### src/rtl/nibble_accumulator_pkg.sv
// ============================================================================
// Module   : nibble_accumulator_pkg
// Brief    : State encoding and saturation constants for nibble_accumulator.
// Revision : 1.0 - initial release
// ============================================================================
`default_nettype none

package nibble_accumulator_pkg;

  typedef enum logic [1:0] {
    ST_IDLE  = 2'b00,
    ST_ACCUM = 2'b01,
    ST_DONE  = 2'b10
  } state_t;

  localparam logic [3:0] SAT_POS = 4'b0111;
  localparam logic [3:0] SAT_NEG = 4'b1000;

endpackage

`default_nettype wire

### src/rtl/nibble_accumulator_if.sv
// ============================================================================
// Module   : nibble_accumulator_if
// Brief    : Command, operand and result handshake bundle.
// Revision : 1.0 - initial release
// ============================================================================
`default_nettype none

interface nibble_accumulator_if #(
  parameter int CNT_W = 3
);
  logic             start;
  logic             in_valid;
  logic [3:0]       in_data;
  logic             in_ready;
  logic             res_valid;
  logic             res_ready;
  logic [3:0]       res_sum;
  logic             res_overflow;
  logic [CNT_W-1:0] res_carries;
  logic             busy;

  modport master (
    output start, in_valid, in_data, res_ready,
    input  in_ready, res_valid, res_sum, res_overflow, res_carries, busy
  );

  modport slave (
    input  start, in_valid, in_data, res_ready,
    output in_ready, res_valid, res_sum, res_overflow, res_carries, busy
  );
endinterface

`default_nettype wire

### src/rtl/nibble_accumulator_add4_ovf.sv
// ============================================================================
// Module   : add4_ovf
// Brief    : 4-bit add, carry-in 0, with carryout and signed overflow (c3^c4).
// Revision : 1.0 - initial release
// ============================================================================
`default_nettype none

module add4_ovf (
  input  wire logic [3:0] a,
  input  wire logic [3:0] b,
  output logic      [3:0] sum,
  output logic            carryout,
  output logic            overflow
);
  logic [3:0] w_low;
  logic [4:0] w_full;

  // Carry into bit 3 comes from the lower three bits alone.
  assign w_low    = {1'b0, a[2:0]} + {1'b0, b[2:0]};
  assign w_full   = {1'b0, a} + {1'b0, b};
  assign sum      = w_full[3:0];
  assign carryout = w_full[4];
  assign overflow = w_low[3] ^ w_full[4];
endmodule

`default_nettype wire

### src/rtl/nibble_accumulator.sv
// ============================================================================
// Module   : nibble_accumulator
// Brief    : Accumulates NUM_OPS signed nibbles; reports sum, sticky overflow
//            and carry count on a result handshake.
// Revision : 1.0 - initial release
// ============================================================================
`default_nettype none

module nibble_accumulator
  import nibble_accumulator_pkg::*;
#(
  parameter int NUM_OPS  = 4,
  parameter int CNT_W    = 3,
  parameter int SATURATE = 0
) (
  input wire logic           clk,
  input wire logic           reset_n,
  nibble_accumulator_if.slave bus
);
  localparam logic [CNT_W-1:0] C_LAST = CNT_W'(NUM_OPS - 1);

  state_t           r_state;
  state_t           w_state_nxt;
  logic [3:0]       r_acc;
  logic [CNT_W-1:0] r_cnt;
  logic             r_ovf;
  logic [CNT_W-1:0] r_carries;

  logic [3:0]       w_sum;
  logic             w_c4;
  logic             w_ovf;
  logic [3:0]       w_acc_nxt;
  logic             w_accept;

  add4_ovf u_add (
    .a        (r_acc),
    .b        (bus.in_data),
    .sum      (w_sum),
    .carryout (w_c4),
    .overflow (w_ovf)
  );

  if (SATURATE != 0) begin : g_sat
    assign w_acc_nxt = w_ovf ? (bus.in_data[3] ? SAT_NEG : SAT_POS) : w_sum;
  end else begin : g_wrap
    assign w_acc_nxt = w_sum;
  end

  assign w_accept = (r_state == ST_ACCUM) && bus.in_valid;

  always_ff @(posedge clk or negedge reset_n) begin
    if (!reset_n) r_state <= ST_IDLE;
    else          r_state <= w_state_nxt;
  end

  // Handshake outputs decode from registered state only.
  always_comb begin
    w_state_nxt   = r_state;
    bus.in_ready  = 1'b0;
    bus.res_valid = 1'b0;
    bus.busy      = 1'b0;
    case (r_state)
      ST_IDLE: begin
        if (bus.start) w_state_nxt = ST_ACCUM;
      end
      ST_ACCUM: begin
        bus.in_ready = 1'b1;
        bus.busy     = 1'b1;
        if (bus.in_valid && (r_cnt == C_LAST)) w_state_nxt = ST_DONE;
      end
      ST_DONE: begin
        bus.res_valid = 1'b1;
        bus.busy      = 1'b1;
        if (bus.res_ready) w_state_nxt = ST_IDLE;
      end
      default: w_state_nxt = ST_IDLE;
    endcase
  end

  always_ff @(posedge clk or negedge reset_n) begin
    if (!reset_n) begin
      r_acc     <= '0;
      r_cnt     <= '0;
      r_ovf     <= 1'b0;
      r_carries <= '0;
    end else if ((r_state == ST_IDLE) && bus.start) begin
      r_acc     <= '0;
      r_cnt     <= '0;
      r_ovf     <= 1'b0;
      r_carries <= '0;
    end else if (w_accept) begin
      r_acc     <= w_acc_nxt;
      r_cnt     <= r_cnt + CNT_W'(1);
      r_ovf     <= r_ovf | w_ovf;
      r_carries <= r_carries + CNT_W'(w_c4);
    end
  end

  assign bus.res_sum      = r_acc;
  assign bus.res_overflow = r_ovf;
  assign bus.res_carries  = r_carries;
endmodule

`default_nettype wire
### src/flat_wrapper.sv
// flat-port wrapper written by rule: the top's interface ports become plain ports
module nibble_accumulator_flat import nibble_accumulator_pkg::*;
#(
  parameter int NUM_OPS  = 4,
  parameter int CNT_W    = 3,
  parameter int SATURATE = 0
)
  (clk, reset_n, bus_start, bus_in_valid, bus_in_data, bus_res_ready, bus_in_ready, bus_res_valid, bus_res_sum, bus_res_overflow, bus_res_carries, bus_busy);
  nibble_accumulator_if #(.CNT_W(CNT_W)) bus_i ();
  input wire logic clk;
  input wire logic reset_n;
  input wire logic [$bits(bus_i.start)-1:0] bus_start;
  input wire logic [$bits(bus_i.in_valid)-1:0] bus_in_valid;
  input wire logic [$bits(bus_i.in_data)-1:0] bus_in_data;
  input wire logic [$bits(bus_i.res_ready)-1:0] bus_res_ready;
  output wire logic [$bits(bus_i.in_ready)-1:0] bus_in_ready;
  output wire logic [$bits(bus_i.res_valid)-1:0] bus_res_valid;
  output wire logic [$bits(bus_i.res_sum)-1:0] bus_res_sum;
  output wire logic [$bits(bus_i.res_overflow)-1:0] bus_res_overflow;
  output wire logic [$bits(bus_i.res_carries)-1:0] bus_res_carries;
  output wire logic [$bits(bus_i.busy)-1:0] bus_busy;
  assign bus_i.start = bus_start;
  assign bus_i.in_valid = bus_in_valid;
  assign bus_i.in_data = bus_in_data;
  assign bus_i.res_ready = bus_res_ready;
  assign bus_in_ready = bus_i.in_ready;
  assign bus_res_valid = bus_i.res_valid;
  assign bus_res_sum = bus_i.res_sum;
  assign bus_res_overflow = bus_i.res_overflow;
  assign bus_res_carries = bus_i.res_carries;
  assign bus_busy = bus_i.busy;
  nibble_accumulator #(.NUM_OPS(NUM_OPS), .CNT_W(CNT_W), .SATURATE(SATURATE)) u_core (.clk(clk), .reset_n(reset_n), .bus(bus_i));
endmodule
### config.mk
export PLATFORM = sky130hd
export DESIGN_NAME = nibble_accumulator_flat
export DESIGN_NICKNAME = d
export VERILOG_FILES = /design/src/rtl/nibble_accumulator_pkg.sv /design/src/rtl/nibble_accumulator_if.sv /design/src/rtl/nibble_accumulator_add4_ovf.sv /design/src/rtl/nibble_accumulator.sv /design/src/flat_wrapper.sv
export SDC_FILE = /design/constraint.sdc
export NUM_CORES = 1
export LEC_CHECK = 0
export CORE_AREA = 2 2 49 51
export DETAILED_ROUTE_END_ITERATION = 8
export DIE_AREA = 0 0 51 53
export PLACE_DENSITY = 0.62
export SLEW_MARGIN = 40
export SYNTH_ARGS = -nofsm -noshare
export SYNTH_HDL_FRONTEND = slang
export SYNTH_SLANG_ARGS = --single-unit
### constraint.sdc
create_clock -name clk -period 3.9 [get_ports clk]
set_clock_uncertainty 0.15 [all_clocks]
set_input_delay 0.78 -clock clk [delete_from_list [all_inputs] [get_ports clk]]
set_output_delay 0.78 -clock clk [all_outputs]
set_load 0.01 [all_outputs]
==> metrics.txt <==
outcome complete, no violations; number of synthesized register bits 13; critical path class primary input to flop; Hold Fails Final Rpt 0; GPL Wtd Cong 0.740; Post-CTS Setup Repair Bufs 0; DR vias 602; final setup margin 1.09 ns; Area Growth Syn to Fin 28.2%; worst path cell trace clkdlybuf4s50_1, ha_1, inv_1, fa_1, nand2b_1, a21oi_1, ha_1, ha_1, nand3_1, xor2_1, nor2_1; P per Cell Area 678 nW/um2; overall power 705 uW; combinational share of power 56.5%; maximum vdd ir drop 0.293 mV; Internal 426 uW; CTS Sinks 13; pin count of the biggest net entering global routing 18; Synth Instances 82; share of layout cells above drive strength 1 4.85%; TritonRoute pass-1 iters 2; HPWL after detailed placement 1150 um; die width 51 um; slowest CP cell clkdlybuf4s50_1; syn_nets 104; post-route clock period utilization 72.1%; Root Driver clkbuf_4; post-cts sizing count 0; cts hold-fix bufs 0; unrepaired setup endpoints after global routing no; core area 2150 um2; slowest stage delay, CP 0.46 ns; relative max-transition margin 61.0%; clk buf depth 2; 1st-iter DRT viols 3; Critical Path Fanout Max 2; Pins Over Slew Limit 0; switch share 39.7%; Setup crit end kind flop; Critical R2R Launch u_core.bus.res_sum[0]; TritonCTS clock tree built; Port Buffers 19; Max Cap Viol 0; critical path required time 3.90 ns; Highest Clock Rate 356 MHz; Die H 53 um; post-synth top area cell dfrtp_1; H-tree depth 1; Total Routing Usage GR 11.9%; Syn. warnings 0; num rows 17; setup_tns 0 ns; Ant. Diodes 0; initial antenna violation count 0; CP arrival 2.81 ns; synthesized area per cell 9.89 um2; cell mode on critical path ha_1; worst path buffer plus inverter count 2; Hold WC Path Type flop to flop; Yosys cell types 19; area of the die 2700 um2; min-delay src u_core.r_cnt[2]; post-route ant nets 0; CP startpoint bus_in_data[0]; Synth top area share 40.1%; initial core utilization 37.7%; CP Launch Type primary input; dpl ws 0.795 ns; DRC Markers 0; clock share of power 11.4%; Tightest Pin Transition 0.583 ns; register area share after synthesis 40.1%; Mapped Area 811 um2; clock buffer count from CTS 3; min Tclk post-route 2.81 ns; clock latency on the worst-skew pair 0.27 ns; crit-path leading delay family adder cells; Psw 280 uW; Post-Route WL 1390 um; Nets 126; Reg power frac 32.2%; vias in the first global route 576; Clk pin slew, worst setup/hold paths 0.08 ns; WL/cell 10.6 um; grt total ovfl 0; final core occ 48.4%; LEAKAGE 0.000490 uW; vias per cell 4.60; first-pass GRT wire length 2380 um; Ports 20; synth top area cells dfrtp_1, ha_1, nand2_1; # setup viols final 0
[cell families after synthesis]
logic type	share of synthesized area (%)
mux	1.39
buf+inv	6.48
simple gates	11.9
fa+ha+maj	21.0
xor+xnor	5.40
flops	40.1
compound gates	13.7
[area by class of cell]
class	count	area [um2]
Timing Repair Buffer	19	190
Inverter	8	30.0
Fill cell	214	1110
Tap cell	28	35.0
Clock buffer	4	26.3
Multi-Input combinational cell	59	433
Sequential cell	13	325
[layer usage]
layer	share of wire, %	GRT usage [%]	up-vias
met5	0	0	-
met4	0	2.70	0
li1	-	-	314
met1	46	14.2	280
met2	51	20.6	8
met3	3.5	4.24	0
[sequential cells by signal, indices dropped and copies added (netlist names)]
| name | cells |
|---|---|
| u_core.bus.res_sum | 4 |
| u_core.bus.res_overflow | 1 |
| u_core.r_state | 2 |
| u_core.r_cnt | 3 |
| u_core.bus.res_carries | 3 |
[placed cells by master, fill, tap and decap left out, types with 3 or more instances in the layout]
cell	n
a21oi_1	3
clkbuf_4	3
clkdlybuf4s50_1	19
dfrtp_1	13
ha_1	12
inv_1	8
nand2_1	16
nor2_1	5
o21ai_0	4
o31ai_1	5
xor2_1	5
[stage by stage]
stage | std cells | hold WS (ns) | area [um2]
finish | 131 | 0.333 | 1040
global placement | 127 | 0.310 | 1010
floorplan | 82 | 0.297 | 811
CTS | 131 | 0.336 | 1040
detailed placement | 127 | 0.317 | 1010
global route | 131 | 0.356 | 1040
[power groups by stage]
stage / Sequential, uW / Clock, uW / Combinational, uW
final: 227 / 80.0 / 398
after global routing: 234 / 92.2 / 456
after CTS: 229 / 85.2 / 408
after detailed placement: 231 / 0 / 406
after global placement: 229 / 0 / 398
after floorplan: 238 / 0 / 262
[cell usage after synthesis]
| cell | count |
|---|---|
| nand3_1 | 1 |
| fa_1 | 1 |
| a21o_1 | 1 |
| o22ai_1 | 1 |
| a21oi_4 | 1 |
| o21ai_0 | 4 |
| mux2_2 | 1 |
| nand2_1 | 16 |
| xor2_1 | 5 |
| and2_1 | 1 |
| o22a_1 | 1 |
| inv_1 | 8 |
| o31ai_1 | 5 |
| nand2b_1 | 1 |
| buf_6 | 2 |
| ha_1 | 12 |
| dfrtp_1 | 13 |
| nor2_1 | 5 |
| a21oi_1 | 3 |
[worst paths after layout]
kind / to / cells after the start / slack [ns]
min: u_core.r_cnt[2] / 2 / 0.33
max reg2reg: u_core.bus.res_carries[2] / 10 / 1.65
max: u_core.bus.res_carries[2] / 11 / 1.09
min in group asynchronous: u_core.r_state[1] / 1 / 0.73
max in group asynchronous: u_core.bus.res_sum[3] / 1 / 2.49
min reg2reg: u_core.r_cnt[2] / 2 / 0.33
[worst min-delay path, cell delays in order, from the launching register on]
cell and delay (ns):
dfrtp_1 0.35, nand2_1 0.05, o31ai_1 0.05
Note: power is estimated with default switching activity, not from simulation.
